--- config.mk ---
export PLATFORM = sky130hd
export DESIGN_NAME = ps2_cmd_sequencer_flat
export DESIGN_NICKNAME = d
export VERILOG_FILES = /design/src/rtl/ps2_pkg.sv /design/src/rtl/ps2_cmd_sequencer_if.sv /design/src/rtl/ps2_timeout.sv /design/src/rtl/ps2_cmd_sequencer.sv /design/src/flat_wrapper.sv
export SDC_FILE = /design/constraint.sdc
export NUM_CORES = 1
export LEC_CHECK = 0
export ABC_AREA = 1
export CAP_MARGIN = 20
export CORE_AREA = 4 4 87 89
export DETAILED_ROUTE_END_ITERATION = 8
export DIE_AREA = 0 0 91 93
export GPL_TIMING_DRIVEN = 0
export PLACE_DENSITY = 0.77
export SYNTH_ARGS = -nofsm -noshare
export SYNTH_HDL_FRONTEND = slang
export SYNTH_HIERARCHICAL = 1
export SYNTH_SLANG_ARGS = --single-unit
--- constraint.sdc ---
create_clock -name i_clk -period 8.15 [get_ports i_clk]
set_input_delay 1.2225 -clock i_clk [delete_from_list [all_inputs] [get_ports i_clk]]
set_output_delay 1.2225 -clock i_clk [all_outputs]
set_load 0.03 [all_outputs]
--- src/rtl/ps2_pkg.sv ---
`default_nettype none
// ============================================================================
// Module   : ps2_pkg
// Purpose  : Shared PS/2 command/response byte codes, the one-hot state
//            encoding of the command sequencer, and a timeout helper.
// Revision : 1.0 - initial release
// ============================================================================
package ps2_pkg;

  // Host-to-device command bytes
  localparam logic [7:0] PS2_CMD_RESET  = 8'hFF;
  localparam logic [7:0] PS2_CMD_ENABLE = 8'hF4;

  // Device-to-host response bytes
  localparam logic [7:0] PS2_RSP_ACK    = 8'hFA;
  localparam logic [7:0] PS2_RSP_RESEND = 8'hFE;
  localparam logic [7:0] PS2_RSP_ERR    = 8'hFC;
  localparam logic [7:0] PS2_RSP_BAT    = 8'hAA;

  // One-hot sequencer states
  typedef enum logic [7:0] {
    ST_INIT_TX  = 8'b0000_0001,
    ST_INIT_ACK = 8'b0000_0010,
    ST_INIT_BAT = 8'b0000_0100,
    ST_EN_TX    = 8'b0000_1000,
    ST_EN_ACK   = 8'b0001_0000,
    ST_IDLE     = 8'b0010_0000,
    ST_CMD_ACK  = 8'b0100_0000,
    ST_FAIL     = 8'b1000_0000
  } ps2_state_e;

  // Milliseconds to clock cycles; 64-bit so 100 MHz * 750 ms does not overflow
  function automatic longint ms_to_cycles(input longint ms, input longint hz);
    return (ms * hz) / 64'sd1000;
  endfunction

endpackage
`default_nettype wire

--- src/rtl/ps2_cmd_sequencer_if.sv ---
`default_nettype none
// ============================================================================
// Module   : ps2_cmd_sequencer_if
// Purpose  : Bundles the user command port, the rx forwarding port, the
//            bring-up status and the ps2driver link of the sequencer.
//            Signal names keep the sequencer's point of view (i_ = into it).
// Revision : 1.0 - initial release
// ============================================================================
interface ps2_cmd_sequencer_if;
  // User command side
  logic [7:0] i_cmd;
  logic       i_cmd_valid;
  logic       o_cmd_ready;
  logic       o_cmd_done;
  logic       o_cmd_fail;
  // Unsolicited device bytes
  logic [7:0] o_rx_data;
  logic       o_rx_valid;
  // Bring-up status
  logic       o_init_done;
  logic       o_init_fail;
  // ps2driver link
  logic [7:0] o_drv_data;
  logic       o_drv_we;
  logic [7:0] i_drv_data;
  logic       i_drv_ready;
  logic       i_drv_error;

  // Environment view: user plus driver, drives the sequencer inputs
  modport master (
    output i_cmd, i_cmd_valid, i_drv_data, i_drv_ready, i_drv_error,
    input  o_cmd_ready, o_cmd_done, o_cmd_fail, o_rx_data, o_rx_valid,
           o_init_done, o_init_fail, o_drv_data, o_drv_we
  );

  // Sequencer view
  modport slave (
    input  i_cmd, i_cmd_valid, i_drv_data, i_drv_ready, i_drv_error,
    output o_cmd_ready, o_cmd_done, o_cmd_fail, o_rx_data, o_rx_valid,
           o_init_done, o_init_fail, o_drv_data, o_drv_we
  );
endinterface
`default_nettype wire

--- src/rtl/ps2_timeout.sv ---
`default_nettype none
// ============================================================================
// Module   : ps2_timeout
// Purpose  : Loadable down-counter. Load wins over counting; the counter
//            parks at zero and expired_o is high while it sits there.
// Revision : 1.0 - initial release
// ============================================================================
module ps2_timeout #(
  parameter int WIDTH = 8
) (
  input  wire logic             clk_i,
  input  wire logic             rst_ni,
  input  wire logic             load_i,
  input  wire logic [WIDTH-1:0] value_i,
  output logic                  expired_o
);

  logic [WIDTH-1:0] cnt_q;

  // Reload on request, otherwise count down and hold at zero
  always_ff @(posedge clk_i or negedge rst_ni) begin
    if (!rst_ni) begin
      cnt_q <= '0;
    end else if (load_i) begin
      cnt_q <= value_i;
    end else if (cnt_q != '0) begin
      cnt_q <= cnt_q - 1'b1;
    end
  end

  assign expired_o = (cnt_q == '0);

endmodule
`default_nettype wire

--- src/rtl/ps2_cmd_sequencer.sv ---
`default_nettype none
// ============================================================================
// Module   : ps2_cmd_sequencer
// Purpose  : Host-side PS/2 command/response controller above ps2driver.
//            Runs device bring-up (FF -> FA -> AA [-> F4 -> FA]), then
//            serves one user command at a time with ACK/resend/error
//            handling, bounded retries and response timeouts, forwarding
//            unsolicited device bytes to the consumer.
// Revision : 1.0 - initial release
// ============================================================================
module ps2_cmd_sequencer #(
  parameter int I_CLK_FRQ      = 100_000_000,
  parameter int ACK_TIMEOUT_MS = 25,
  parameter int BAT_TIMEOUT_MS = 750,
  parameter int MAX_RETRY      = 3,
  parameter int AUTO_ENABLE    = 1
) (
  input  wire logic         i_clk,
  input  wire logic         i_rst_n,
  ps2_cmd_sequencer_if.slave bus
);
  import ps2_pkg::*;

  // Timeout lengths in cycles; the timer is loaded with length-1 so that
  // expiry is acted on exactly length cycles after the load cycle.
  localparam longint ACK_CYC = ms_to_cycles(longint'(ACK_TIMEOUT_MS), longint'(I_CLK_FRQ));
  localparam longint BAT_CYC = ms_to_cycles(longint'(BAT_TIMEOUT_MS), longint'(I_CLK_FRQ));
  localparam longint MAX_CYC = (ACK_CYC > BAT_CYC) ? ACK_CYC : BAT_CYC;
  localparam int     TW      = (MAX_CYC > 1) ? $clog2(MAX_CYC) : 1;
  localparam int     RW      = (MAX_RETRY > 0) ? $clog2(MAX_RETRY + 1) : 1;

  localparam logic [TW-1:0] ACK_LOAD  = TW'(ACK_CYC - 1);
  localparam logic [TW-1:0] BAT_LOAD  = TW'(BAT_CYC - 1);
  localparam logic [RW-1:0] RETRY_MAX = RW'(MAX_RETRY);

  ps2_state_e    state_q, state_d;
  logic [RW-1:0] retry_q, retry_d;
  logic [7:0]    drv_data_q, drv_data_d;
  logic          drv_we_q, drv_we_d;
  logic [7:0]    rx_data_q, rx_data_d;
  logic          rx_valid_q, rx_valid_d;
  logic          cmd_done_q, cmd_done_d;
  logic          cmd_fail_q, cmd_fail_d;
  logic          init_done_q, init_done_d;

  logic          cmd_ready;
  logic          tmr_load;
  logic [TW-1:0] tmr_value;
  logic          tmr_expired;

  // Response decode of the byte offered by the driver this cycle
  logic rsp_ack, rsp_resend, rsp_err, rsp_bat, rsp_other, retry_ok;
  assign rsp_ack    = bus.i_drv_ready && (bus.i_drv_data == PS2_RSP_ACK);
  assign rsp_resend = bus.i_drv_ready && (bus.i_drv_data == PS2_RSP_RESEND);
  assign rsp_err    = bus.i_drv_ready && (bus.i_drv_data == PS2_RSP_ERR);
  assign rsp_bat    = bus.i_drv_ready && (bus.i_drv_data == PS2_RSP_BAT);
  assign rsp_other  = bus.i_drv_ready && !rsp_ack && !rsp_resend && !rsp_err;
  assign retry_ok   = (retry_q < RETRY_MAX);

  ps2_timeout #(
    .WIDTH (TW)
  ) u_timeout (
    .clk_i     (i_clk),
    .rst_ni    (i_rst_n),
    .load_i    (tmr_load),
    .value_i   (tmr_value),
    .expired_o (tmr_expired)
  );

  // Next-state and registered-output logic of the sequencer
  always_comb begin
    state_d     = state_q;
    retry_d     = retry_q;
    drv_data_d  = drv_data_q;
    drv_we_d    = 1'b0;
    rx_data_d   = rx_data_q;
    rx_valid_d  = 1'b0;
    cmd_done_d  = 1'b0;
    cmd_fail_d  = 1'b0;
    init_done_d = init_done_q;
    cmd_ready   = 1'b0;
    tmr_load    = 1'b0;
    tmr_value   = ACK_LOAD;

    case (state_q)
      ST_INIT_TX: begin
        drv_data_d = PS2_CMD_RESET;
        drv_we_d   = 1'b1;
        tmr_load   = 1'b1;
        retry_d    = '0;
        state_d    = ST_INIT_ACK;
      end

      ST_INIT_ACK: begin
        if (rsp_ack) begin
          tmr_load  = 1'b1;
          tmr_value = BAT_LOAD;
          state_d   = ST_INIT_BAT;
        end else if (rsp_err) begin
          state_d = ST_FAIL;
        end else if (rsp_resend || bus.i_drv_error || tmr_expired) begin
          if (retry_ok) begin
            retry_d  = retry_q + 1'b1;
            drv_we_d = 1'b1;
            tmr_load = 1'b1;
          end else begin
            state_d = ST_FAIL;
          end
        end
      end

      ST_INIT_BAT: begin
        if (rsp_bat) begin
          if (AUTO_ENABLE != 0) begin
            state_d = ST_EN_TX;
          end else begin
            init_done_d = 1'b1;
            state_d     = ST_IDLE;
          end
        end else if (rsp_err || tmr_expired) begin
          state_d = ST_FAIL;
        end
      end

      ST_EN_TX: begin
        drv_data_d = PS2_CMD_ENABLE;
        drv_we_d   = 1'b1;
        tmr_load   = 1'b1;
        retry_d    = '0;
        state_d    = ST_EN_ACK;
      end

      ST_EN_ACK: begin
        if (rsp_ack) begin
          init_done_d = 1'b1;
          state_d     = ST_IDLE;
        end else if (rsp_err) begin
          state_d = ST_FAIL;
        end else if (rsp_resend || bus.i_drv_error || tmr_expired) begin
          if (retry_ok) begin
            retry_d  = retry_q + 1'b1;
            drv_we_d = 1'b1;
            tmr_load = 1'b1;
          end else begin
            state_d = ST_FAIL;
          end
        end
      end

      ST_IDLE: begin
        cmd_ready = bus.i_cmd_valid;
        // Unsolicited bytes and a new command are both honoured together
        if (bus.i_drv_ready) begin
          rx_valid_d = 1'b1;
          rx_data_d  = bus.i_drv_data;
        end
        if (bus.i_cmd_valid) begin
          drv_data_d = bus.i_cmd;
          drv_we_d   = 1'b1;
          tmr_load   = 1'b1;
          retry_d    = '0;
          state_d    = ST_CMD_ACK;
        end
      end

      ST_CMD_ACK: begin
        // A non-response byte is an interleaved scan code: forward it and
        // keep waiting on the running timer
        if (rsp_other) begin
          rx_valid_d = 1'b1;
          rx_data_d  = bus.i_drv_data;
        end
        if (rsp_ack) begin
          cmd_done_d = 1'b1;
          state_d    = ST_IDLE;
        end else if (rsp_err) begin
          cmd_fail_d = 1'b1;
          state_d    = ST_IDLE;
        end else if (rsp_resend || bus.i_drv_error || tmr_expired) begin
          if (retry_ok) begin
            retry_d  = retry_q + 1'b1;
            drv_we_d = 1'b1;
            tmr_load = 1'b1;
          end else begin
            cmd_fail_d = 1'b1;
            state_d    = ST_IDLE;
          end
        end
      end

      ST_FAIL: begin
        state_d = ST_FAIL;
      end

      default: begin
        state_d = ST_INIT_TX;
      end
    endcase
  end

  // State and output registers, cleared asynchronously by reset
  always_ff @(posedge i_clk or negedge i_rst_n) begin
    if (!i_rst_n) begin
      state_q     <= ST_INIT_TX;
      retry_q     <= '0;
      drv_data_q  <= 8'h00;
      drv_we_q    <= 1'b0;
      rx_data_q   <= 8'h00;
      rx_valid_q  <= 1'b0;
      cmd_done_q  <= 1'b0;
      cmd_fail_q  <= 1'b0;
      init_done_q <= 1'b0;
    end else begin
      state_q     <= state_d;
      retry_q     <= retry_d;
      drv_data_q  <= drv_data_d;
      drv_we_q    <= drv_we_d;
      rx_data_q   <= rx_data_d;
      rx_valid_q  <= rx_valid_d;
      cmd_done_q  <= cmd_done_d;
      cmd_fail_q  <= cmd_fail_d;
      init_done_q <= init_done_d;
    end
  end

  assign bus.o_cmd_ready = cmd_ready;
  assign bus.o_cmd_done  = cmd_done_q;
  assign bus.o_cmd_fail  = cmd_fail_q;
  assign bus.o_rx_data   = rx_data_q;
  assign bus.o_rx_valid  = rx_valid_q;
  assign bus.o_init_done = init_done_q;
  assign bus.o_init_fail = (state_q == ST_FAIL);
  assign bus.o_drv_data  = drv_data_q;
  assign bus.o_drv_we    = drv_we_q;

endmodule
`default_nettype wire
--- src/flat_wrapper.sv ---
// flat-port wrapper written by rule: the top's interface ports become plain ports
module ps2_cmd_sequencer_flat import ps2_pkg::*;
#(
  parameter int I_CLK_FRQ      = 100_000_000,
  parameter int ACK_TIMEOUT_MS = 25,
  parameter int BAT_TIMEOUT_MS = 750,
  parameter int MAX_RETRY      = 3,
  parameter int AUTO_ENABLE    = 1
)
  (i_clk, i_rst_n, bus_i_cmd, bus_i_cmd_valid, bus_i_drv_data, bus_i_drv_ready, bus_i_drv_error, bus_o_cmd_ready, bus_o_cmd_done, bus_o_cmd_fail, bus_o_rx_data, bus_o_rx_valid, bus_o_init_done, bus_o_init_fail, bus_o_drv_data, bus_o_drv_we);
  ps2_cmd_sequencer_if bus_i ();
  input  wire logic i_clk;
  input  wire logic i_rst_n;
  input wire logic [$bits(bus_i.i_cmd)-1:0] bus_i_cmd;
  input wire logic [$bits(bus_i.i_cmd_valid)-1:0] bus_i_cmd_valid;
  input wire logic [$bits(bus_i.i_drv_data)-1:0] bus_i_drv_data;
  input wire logic [$bits(bus_i.i_drv_ready)-1:0] bus_i_drv_ready;
  input wire logic [$bits(bus_i.i_drv_error)-1:0] bus_i_drv_error;
  output wire logic [$bits(bus_i.o_cmd_ready)-1:0] bus_o_cmd_ready;
  output wire logic [$bits(bus_i.o_cmd_done)-1:0] bus_o_cmd_done;
  output wire logic [$bits(bus_i.o_cmd_fail)-1:0] bus_o_cmd_fail;
  output wire logic [$bits(bus_i.o_rx_data)-1:0] bus_o_rx_data;
  output wire logic [$bits(bus_i.o_rx_valid)-1:0] bus_o_rx_valid;
  output wire logic [$bits(bus_i.o_init_done)-1:0] bus_o_init_done;
  output wire logic [$bits(bus_i.o_init_fail)-1:0] bus_o_init_fail;
  output wire logic [$bits(bus_i.o_drv_data)-1:0] bus_o_drv_data;
  output wire logic [$bits(bus_i.o_drv_we)-1:0] bus_o_drv_we;
  assign bus_i.i_cmd = bus_i_cmd;
  assign bus_i.i_cmd_valid = bus_i_cmd_valid;
  assign bus_i.i_drv_data = bus_i_drv_data;
  assign bus_i.i_drv_ready = bus_i_drv_ready;
  assign bus_i.i_drv_error = bus_i_drv_error;
  assign bus_o_cmd_ready = bus_i.o_cmd_ready;
  assign bus_o_cmd_done = bus_i.o_cmd_done;
  assign bus_o_cmd_fail = bus_i.o_cmd_fail;
  assign bus_o_rx_data = bus_i.o_rx_data;
  assign bus_o_rx_valid = bus_i.o_rx_valid;
  assign bus_o_init_done = bus_i.o_init_done;
  assign bus_o_init_fail = bus_i.o_init_fail;
  assign bus_o_drv_data = bus_i.o_drv_data;
  assign bus_o_drv_we = bus_i.o_drv_we;
  ps2_cmd_sequencer #(.I_CLK_FRQ(I_CLK_FRQ), .ACK_TIMEOUT_MS(ACK_TIMEOUT_MS), .BAT_TIMEOUT_MS(BAT_TIMEOUT_MS), .MAX_RETRY(MAX_RETRY), .AUTO_ENABLE(AUTO_ENABLE)) u_core (.i_clk(i_clk), .i_rst_n(i_rst_n), .bus(bus_i));
endmodule
==> run_results.csv <==
group,metric,value,unit
finish,fillCellCount,586,
synth,synth_edf_count,0,
sta,final_hold_viol_count,0,
sta,tightest_slew,0.688,ns
clock_network,clk_latency,0.33,ns
power,p_switching,0.567,mW
synth,synth_area_leaders,"dfrtp_1 (39%), nand2_1 (17%), nor2_1 (8.6%)",
synth,ys_seq_area_share,39.7,%
power,total_power,1.27,mW
drt,wl_met1,3720,um
power,power_density,286,mW/mm^2
setup_path,worstPathMaxFanout,10,
clock_network,cts.repair_timing.setup_buffer_count,0,
sta,rsz0062_at_grt,"no",
placed_design,io_buffers,43,
synth,async_flop_share,100,%
drt,wl_per_cell,12.9,um
drt,vias,3509,
setup_path,critPathMaxStageDelay,0.60,ns
drt,detail-route-antenna-nets,0,
floorplanning,ios,44,
clock_network,clock_path_buffers,2,
setup_path,arrival,4.46,ns
drt,vias_per_cell,5.18,
finish,fin_nets,616,
flow_run,maxCapViolCount,0,
grt,grt_pass1_wl,15200,um
placed_design,postPlaceCellArea,0.00426,sq mm
synth,synthDistinctLibCells,34,
clock_network,clk_pin_slew,0.06,ns
setup_path,critPathRequiredTime,8.42,ns
finish,layout_common_cells,"nand2_1 (169), nor2_1 (84), dfrtp_1 (57)",
grt,antenna_found_initial,0,
power,ir_drop,0.000136,V
outcome,status,"finished clean",
synth,synth_ff_type,"dfrtp_1",
synth,synth_seq_cells,58,
floorplanning,die_h,93,um
power,p_int,0.704,mW
sta,slew_headroom,54.0,%
grt,grt_pass1_vias,3411,
placed_design,dp_cells,662,
sta,min_period_over_period,51.4,%
finish,diodes,0,
sta,setup_tns,0,ns
floorplanning,fp.dieW,91,um
clock_network,cts-buffers-inserted,9,
placed_design,dp_hpwl,6530,um
synth,syn_inst,524,
floorplanning,rows,30,
synth,synth_top_area_share,39.0,%
grt,grtUsageTotal,22.1,%
synth,syn_area,0.00366,sq mm
sta,finClkSkew,0.00687,ns
sta,setup_viol,0,
finish,layout_commonest_cell,"nand2_1",
drt,drt-initial-drc-count,203,
grt,grt_max_degree,33,
drt,first_pass_iters,6,
finish,stdcell_count,678,
power,pwr-share-comb,45.5,%
setup_path,critPathSlowestCell,"nor2_1",
power,switching_share,44.6,%
floorplanning,start_util,54.1,%
clock_network,htreeDepth,3,
drt,drt_wl_total,8750,um
clock_network,cts_resized,0,
finish,final_cell_area,0.00444,sq mm
drt,drc,0,
floorplanning,coreArea,0.00676,sq mm
clock_network,root_buffer,"clkbuf_8",
grt,gr-total-overflow,0,
clock_network,clkSinkCount,58,
sta,max_freq,239,MHz
power,p_leak,2.21,nW
min_path,hold_path.class,"register to register",
synth,yosysTopAreaCell,"dfrtp_1",
sta,fin_crit,4.19,ns
synth,avgSynthCellArea,6.98,sq um
drt,top_layer,"met4",
finish,drive_gt1_share,11.5,%
setup_path,crit_chain,"clkdlybuf4s50_1, inv_1, nand2_1, nor2_1, nand3_2, nor2_1, nor2_1, o211ai_1, clkbuf_1, clkbuf_1, nand2_1, nand2_1",
power,pwr-share-seq,35.1,%
finish,area_growth,21.3,%
power,clock_power_share,19.5,%
drt,dr_wl_met2,4320,um
synth,ys_warn_count,6,
setup_path,criticalPathCategory,"input pin to register",
setup_path,crit_path_start_kind,"input pin",
floorplanning,dieArea,0.00846,sq mm
clock_network,cts_tree,"done",
setup_path,crit_path_end_kind,"register",
sta,drv_slew,0,
placed_design,gp_congestion,0.919,
clock_network,hold_buffers,0,
drt,wl_met3,488,um
per-stage QoR:
stage               hold WS [ns]  setup WS [ns]  utilization [%]
floorplan                  0.471           4.98                -
global placement           0.458           3.65             62.8
detailed placement         0.464           3.66             63.0
CTS                        0.485           3.95             65.7
global route               0.515           3.76             65.7
finish                     0.483           3.96             65.7
final cells by class:
class	count	area (sq um)	area share [%]
Clock buffer	14	173	3.89
Sequential cell	58	1450	32.7
Multi-Input combinational cell	416	1980	44.7
Timing Repair Buffer	44	445	10.0
Buffer	7	61.3	1.38
Inverter	57	214	4.82
Clock inverter	2	10.0	0.225
Tap cell	80	100	2.25
cell usage after synthesis, types with 6 or more instances:
library cell and count:
nand3_1 38, nor2_2 9, nand4_1 10, nor2_4 8, nor3_1 6, inv_1 53, o21ai_0 24, dfrtp_1 57
nor2_1 84, nand2_2 10, o21ai_1 6, nand2_1 169
flip-flops by register name, indices dropped and copies added, names as in the netlist:
| name | cells |
|---|---|
| u_core/bus.o_cmd_done | 1 |
| u_core/bus.o_rx_data | 8 |
| u_core/bus.o_drv_we | 1 |
| u_core/bus.o_init_done | 1 |
| u_core/u_timeout/cnt_q | 27 |
| u_core/bus.o_drv_data | 8 |
| u_core/bus.o_cmd_fail | 1 |
| u_core/bus.o_rx_valid | 1 |
| u_core/retry_q | 2 |
| u_core/state_q | 8 |
worst max-delay path: cells and delay by family:
family / cells / cell delay, ns
buf+inv: 4 / 1.49
simple gates: 7 / 1.44
compound gates: 1 / 0.30
per-layer routing:
metal | vias up | track usage (%)
li1 | 1771 | -
met1 | 1593 | 26.0
met2 | 125 | 39.4
met3 | 20 | 3.62
met4 | 0 | 10.1
met5 | - | 0
power by group through the flow:
stage	combinational (mW)	sequential, mW	clock, mW
2_1_floorplan	0.403	0.460	0
3_3_place_gp	0.558	0.446	0
3_5_place_dp	0.572	0.449	0
4_1_cts	0.577	0.444	0.254
5_1_grt	0.658	0.456	0.268
6_report	0.578	0.446	0.247
final timing paths:
| kind | from | end | slack, ns | cells after the start |
|---|---|---|---|---|
| max in group asynchronous | i_rst_n | u_core/state_q[0] | 6.58 | 2 |
| min in group asynchronous | i_rst_n | u_core/u_timeout/cnt_q[14] | 0.90 | 1 |
| worst max register to register | u_core/u_timeout/cnt_q[0] | u_core/u_timeout/cnt_q[11] | 4.55 | 16 |
| worst max-delay path | bus_i_drv_data[0] | u_core/u_timeout/cnt_q[11] | 3.96 | 12 |
| worst min-delay path | u_core/bus.o_init_done | u_core/bus.o_init_done | 0.48 | 1 |
| worst min register to register | u_core/bus.o_init_done | u_core/bus.o_init_done | 0.48 | 1 |
kinds of logic after synthesis:
logic type / after synthesis / synth area share (%)
compound gates: 42 / 6.43
xor+xnor: 6 / 1.44
fa+ha+maj: 2 / 0.684
buf+inv: 64 / 7.52
flops: 58 / 39.7
other cells: 2 / 0.205
simple gates: 350 / 44.0
Note: power is estimated with default switching activity, not from simulation.
==> RTL edit 1 (config.mk and constraints unchanged) <==
`AUTO_ENABLE` is set to 1 in 2 places; all go to 0.
--- a/src/rtl/ps2_cmd_sequencer.sv
+++ b/src/rtl/ps2_cmd_sequencer.sv
@@ -13,7 +13,7 @@
   parameter int ACK_TIMEOUT_MS = 25,
   parameter int BAT_TIMEOUT_MS = 750,
   parameter int MAX_RETRY      = 3,
-  parameter int AUTO_ENABLE    = 1
+  parameter int AUTO_ENABLE    = 0
 ) (
   input  wire logic         i_clk,
   input  wire logic         i_rst_n,
--- a/src/flat_wrapper.sv
+++ b/src/flat_wrapper.sv
@@ -5,7 +5,7 @@
   parameter int ACK_TIMEOUT_MS = 25,
   parameter int BAT_TIMEOUT_MS = 750,
   parameter int MAX_RETRY      = 3,
-  parameter int AUTO_ENABLE    = 1
+  parameter int AUTO_ENABLE    = 0
 )
   (i_clk, i_rst_n, bus_i_cmd, bus_i_cmd_valid, bus_i_drv_data, bus_i_drv_ready, bus_i_drv_error, bus_o_cmd_ready, bus_o_cmd_done, bus_o_cmd_fail, bus_o_rx_data, bus_o_rx_valid, bus_o_init_done, bus_o_init_fail, bus_o_drv_data, bus_o_drv_we);
   ps2_cmd_sequencer_if bus_i ();
Function: changed (a bounded check fails within 4 cycles, from zero or initial values and one cycle with i_rst_n low).
==> RTL edit 1 against the original RTL <==
  * Final area increased by 2.8%
  * Wire length increased by 3.8%
  * Power increased by 3.4%
  * First-iteration DRC count decreased by 6.9%
  * Global-route usage increased by 0.82 points
  * Sequential cell count unchanged
  * Combinational power increased by 3%
  * Die area unchanged
  * Clock skew about the same
  * Area after synthesis increased by 3.1%
  * Worst setup slack improved by 0.22 ns
  * Largest power group unchanged
==> RTL edit 1: results (changes against the original RTL) <==
Logic synthesis
  • Largest cells by area after synthesis: dfrtp_1 (38%), nand2_1 (18%), nor2_1 (7.9%)
  • Register area share after synthesis: 38.5% (-1.2 points)
  • Syn Area/Cell: 6.97 µm² (-0.13%)
  • Netlist cell types: 37 (+8.8%)
  • Synth top cells by count: nand2_1 (180), nor2_1 (79), dfrtp_1 (57)

Status
  • Outcome: complete, no violations

Layout
  • Final non-filler cell total: 694 (+2.4%)
  • Share of post-route cells with drive strength above 1: 14.0% (+2.5 points)
  • Filler cell count: 587 (+0.17%)
  • Nets@finish: 634 (+2.9%)

Drt
  • Pre-antenna DRT Iters: 5 (-1)
  • Iter 0 DRT Violations: 189 (-6.9%)
  • Vias per cell: 5.12 (-1.1%)
  • DRT met1 WL: 3990 µm (+7.2%)
  • WL per Instance: 13.1 µm (+1.4%)
  • Met3 WL: 386 µm (-21%)

Placement
  • Routability cong.: 0.925 (+0.66%)
  • Pre-CTS setup slack: 4.01 ns (+0.350 ns)
  • Post-DP HPWL: 6820 µm (+4.5%)
  • Placed cell count: 680 (+2.7%)

Worst hold path
  • WHS Path Cells: 2 (+1)
  • WHS Endpoint: u_core/bus.o_drv_data[7]$_DFFE_PN0P_
  • Hold path startpoint: u_core/bus.o_drv_data[7]$_DFFE_PN0P_

STA
  • Setup slack after layout: 4.18 ns (+0.224 ns)
  • Least-Margin Pin Slew: 0.767 ns (+0.0792 ns)
  • Setup Skew: 0.00667 ns (-0.000200 ns)
  • Final hold slack: 0.481 ns (-0.00229 ns)

Global routing
  • GR Layer Usage met3: 3.22% (-0.40 points)
  • GR Util met1: 28.0% (+2.0 points)
  • All-Layer GR Usage: 22.9% (+0.82 points)
  • Pin count of the biggest net entering global routing: 31 (-6.1%)
  • Global-route wire length before repair: 15800 µm (+4.2%)
  • Grt met2 use: 39.8% (+0.37 points)

Power and ir drop
  • Switching part of the total: 43.7% (-0.97 points)
  • Leakage power: 2.35 nW (+6.1%)
  • Clock power share: 20.1% (+0.6 points)
  • Seq. pwr: 0.000454 W (+2%)
  • VDD IR max: 202 µV (+48%)

Critical path
  • R2R Setup Slk: 4.58 ns (+0.03 ns)
  • RR Endpoint: u_core/u_timeout/cnt_q[21]$_DFFE_PN0P_
  • Worst path max stage delay: 0.70 ns (+0.10 ns)
  • Slowest-stage cell, CP: clkdlybuf4s50_1
  • Crit-path max FO: 6 (-4)

Clocking
  • Clock Path Buffers: 2 (unchanged)
  • CTS buffer count: 9 (unchanged)
## RTL edit 1: cell families (layout without fill, tap and decap cells)
| logic type | count (synthesis) | in the layout | share of synthesized area [%] |
|---|---|---|---|
| AOI/OAI and AO/OA | 47 | 47 | 7.70 |
| xor gates and xnor gates | 6 | 6 | 1.39 |
| adders and majority gates | 2 | 2 | 0.663 |
| buffers and inverters | 75 | 133 | 8.89 |
| DFF | 58 | 58 | 38.5 |
| other | 2 | 17 | 0.199 |
| and+or+nand+nor | 351 | 351 | 42.7 |
## RTL edit 1: worst max path at each step
| stage | start | end | cells after the start |
|---|---|---|---|
| 2_1_floorplan | bus_i_drv_data[4] | u_core/u_timeout/cnt_q[10]$_DFFE_PN0P_ | 10 |
| 3_3_place_gp | i_rst_n | u_core/bus.o_drv_data[5]$_DFFE_PN0P_ | 1 |
| 3_5_place_dp | bus_i_drv_data[6] | u_core/u_timeout/cnt_q[21]$_DFFE_PN0P_ | 11 |
| 4_1_cts | bus_i_cmd_valid | bus_o_cmd_ready | 4 |
| 5_1_grt | u_core/u_timeout/cnt_q[0]$_DFFE_PN0P_ | u_core/u_timeout/cnt_q[22]$_DFFE_PN0P_ | 16 |
| 6_report | bus_i_cmd_valid | bus_o_cmd_ready | 4 |
## RTL edit 1: through the flow
stage,instance area (µm²),total power [W]
final,4570,0.00131
after global routing,4570,0.00142
after CTS,4570,0.00132
after detailed placement,4370,0.00105
after global placement,4360,0.00103
after floorplan,3830,0.000875
## RTL edit 1: final cells by class
cell class | instances | area, µm² | area share, %
sequential | 58 | 1450 | 31.8
multi-input combinational | 423 | 2040 | 44.7
timing repair buffer | 44 | 445 | 9.76
buffer | 8 | 76.3 | 1.67
clock inverter | 3 | 40.0 | 0.877
tap | 80 | 100 | 2.19
inverter | 67 | 259 | 5.67
clock buffer | 11 | 151 | 3.32
==> RTL edit 2 (config.mk and constraints unchanged) <==
Without the edit above. Reset style: synchronous (`i_rst_n` and `rst_ni`), changed in 2 clocked blocks. Comments in the files are not updated.
--- a/src/rtl/ps2_timeout.sv
+++ b/src/rtl/ps2_timeout.sv
@@ -18,7 +18,7 @@
   logic [WIDTH-1:0] cnt_q;
 
   // Reload on request, otherwise count down and hold at zero
-  always_ff @(posedge clk_i or negedge rst_ni) begin
+  always_ff @(posedge clk_i) begin
     if (!rst_ni) begin
       cnt_q <= '0;
     end else if (load_i) begin
--- a/src/rtl/ps2_cmd_sequencer.sv
+++ b/src/rtl/ps2_cmd_sequencer.sv
@@ -199,7 +199,7 @@
   end
 
   // State and output registers, cleared asynchronously by reset
-  always_ff @(posedge i_clk or negedge i_rst_n) begin
+  always_ff @(posedge i_clk) begin
     if (!i_rst_n) begin
       state_q     <= ST_INIT_TX;
       retry_q     <= '0;
Formal check against the unedited RTL: differs if i_rst_n is asserted again (counterexample within 4 cycles, from zero or initial values and one cycle with i_rst_n low); with i_rst_n held inactive, the same outputs for 10 cycles.
==> RTL edit 2 against the original RTL <==
  * Wire length increased by 6.2%
  * Sequential share of layout area is 5.9 points lower
  * Final area fell by 2.4%
  * Area after synthesis decreased by 2.2%
  * Worst setup slack better by 0.090 ns
  * Sequential cell count unchanged
  * Count of clock-buffer cells in the layout shrank 2
  * Critical endpoint is now u_core/u_timeout/cnt_q[6]$_SDFFE_PN0P_
Power is not compared: it rests on default switching activity, and its combinational part moved more than twofold at a synthesized area within 25%.
==> RTL edit 2: results (changes against the original RTL) <==
Placement
  • Routability cong.: 0.898 (-2.3%)
  • Post-DP HPWL: 7220 µm (+11%)
  • Buffers on Ports: 43 (unchanged)
  • Placed cell count: 681 (+2.9%)

Worst hold path
  • Hold crit path type: flip-flop to flip-flop

Layout
  • # diodes: 0 (unchanged)
  • Share of post-route cells with drive strength above 1: 14.0% (+2.4 points)
  • Nets@finish: 635 (+3.1%)

Critical path
  • Arrival time of the worst setup path: 4.33 ns (-0.13 ns)
  • Worst path max stage delay: 0.64 ns (+0.04 ns)
  • Crit-path max FO: 10 (unchanged)

Logic synthesis
  • Synth top cells by count: nand2_1 (145), nor2_1 (76), dfxtp_1 (58)
  • Top_reg_cell synth: dfxtp_1
  • Synth Area in Compound Gates: 9.79% (+3.4 points)
  • Mapped Area: 0.00358 mm² (-2.2%)
  • Post-synth ARST share: 0% (-100 points)
  • Post-Synth Adder-Cell Area: 0.699% (+0.015 points)
  • Largest cells by area after synthesis: dfxtp_1 (32%), nand2_1 (15%), nor2_1 (8.0%)
  • Netlist cell types: 37 (+8.8%)
  • Syn Area/Cell: 6.58 µm² (-5.8%)
  • Xor/xnor cell area share of the yosys netlist: 2.20% (+0.77 points)
  • Register area share after synthesis: 32.4% (-7.3 points)

Status
  • Outcome: complete, no violations

Global routing
  • All-Layer GR Usage: 23.0% (+0.90 points)
  • Number of global-route vias before repair: 3551 (+4.1%)
  • Pin count of the biggest net entering global routing: 11 (-67%)
  • Global-route wire length before repair: 15800 µm (+4.1%)

Drt
  • Vias: 3618 (+3.1%)
  • Vias per cell: 5.20 (+0.44%)
  • Iter 0 DRT Violations: 209 (+3.0%)
  • Pre-antenna DRT Iters: 5 (-1)
  • DRC viols: 0 (unchanged)
  • Post-Route WL: 9290 µm (+6.2%)

STA
  • Setup Skew: 0.0102 ns (+0.00333 ns)
  • Max-slew headroom: 49.3% (-4.7 points)

Power and ir drop
  • Leakage power: 1.99 nW
  • VDD IR max: approximately 100 µV

Clocking
  • Clk Latency, worst-skew pair: about 0.34 ns
  • CTS root buffer: clkbuf_8
[RTL edit 2: cell types whose count changed after synthesis, moves of 5 or more]
| cell | unedited run | this run |
|---|---|---|
| a21oi_1 | 4 | 39 |
| dfrtp_1 | 57 | 0 |
| dfxtp_1 | 0 | 58 |
| inv_1 | 53 | 48 |
| nand2_1 | 169 | 145 |
| nand3_1 | 38 | 33 |
| nor2_1 | 84 | 76 |
| nor2_2 | 9 | 17 |
| nor2_4 | 8 | 16 |
[RTL edit 2: through the flow]
step | area (µm²) | utilization [%] | worst slack (ns) | hold slack, ns | total power [W]
after floorplan | 3630 | - | 5.11 | 0.456 | 0.000542
after CTS | 4330 | 64.1 | 4.07 | 0.467 | 0.000855
after detailed placement | 4160 | 61.6 | 3.70 | 0.456 | 0.000616
after global routing | 4330 | 64.1 | 3.78 | 0.497 | 0.000910
after global placement | 4160 | 61.6 | 3.72 | 0.452 | 0.000609
final | 4330 | 64.1 | 4.05 | 0.471 | 0.000849
[RTL edit 2: worst paths after layout]
path                                                from                                     end  slack [ns]  depth (start not counted)
setup reg to reg  u_core/u_timeout/cnt_q[0]$_SDFFE_PN0P_  u_core/u_timeout/cnt_q[6]$_SDFFE_PN0P_        4.79                         19
hold / removal     u_core/bus.o_drv_data[2]$_SDFFE_PN0P_   u_core/bus.o_drv_data[2]$_SDFFE_PN0P_        0.47                          2
setup / recovery                       bus_i_drv_data[0]  u_core/u_timeout/cnt_q[6]$_SDFFE_PN0P_        4.05                         13
hold reg to reg    u_core/bus.o_drv_data[2]$_SDFFE_PN0P_   u_core/bus.o_drv_data[2]$_SDFFE_PN0P_        0.47                          2
[RTL edit 2: final cells by class]
| type | instances | area (µm²) |
|---|---|---|
| inverter | 59 | 234 |
| tap | 80 | 100 |
| multi-input combinational | 430 | 2180 |
| sequential | 58 | 1160 |
| buffer | 11 | 58.8 |
| clock buffer | 12 | 155 |
| clock inverter | 3 | 15.0 |
| fill | 618 | 2420 |
| timing repair buffer | 43 | 430 |
[RTL edit 2: power by group through the flow]
stage | sequential [W] | clock [W] | combinational [W]
after global routing | 0.000337 | 0.000260 | 0.000312
after floorplan | 0.000346 | 0 | 0.000196
after detailed placement | 0.000340 | 0 | 0.000276
after CTS | 0.000334 | 0.000243 | 0.000278
after global placement | 0.000339 | 0 | 0.000271
final | 0.000334 | 0.000236 | 0.000279
[RTL edit 2: worst max-delay path, delay by kind of cell]
family / cells / cell delay (ns)
compound gates: 2 / 0.22
buf+inv: 5 / 1.59
simple gates: 6 / 1.32
[RTL edit 2: per-layer routing]
layer  part of all wire, %  vias up  wire length, µm  global-route usage (%)
met4                   2.4        0              225                    10.2
li1                      -     1863                -                       -
met5                     0        -                0                       0
met1                    43     1635             3970                    26.8
met2                    49      101             4550                    40.0
met3                   6.0       19              555                    5.47
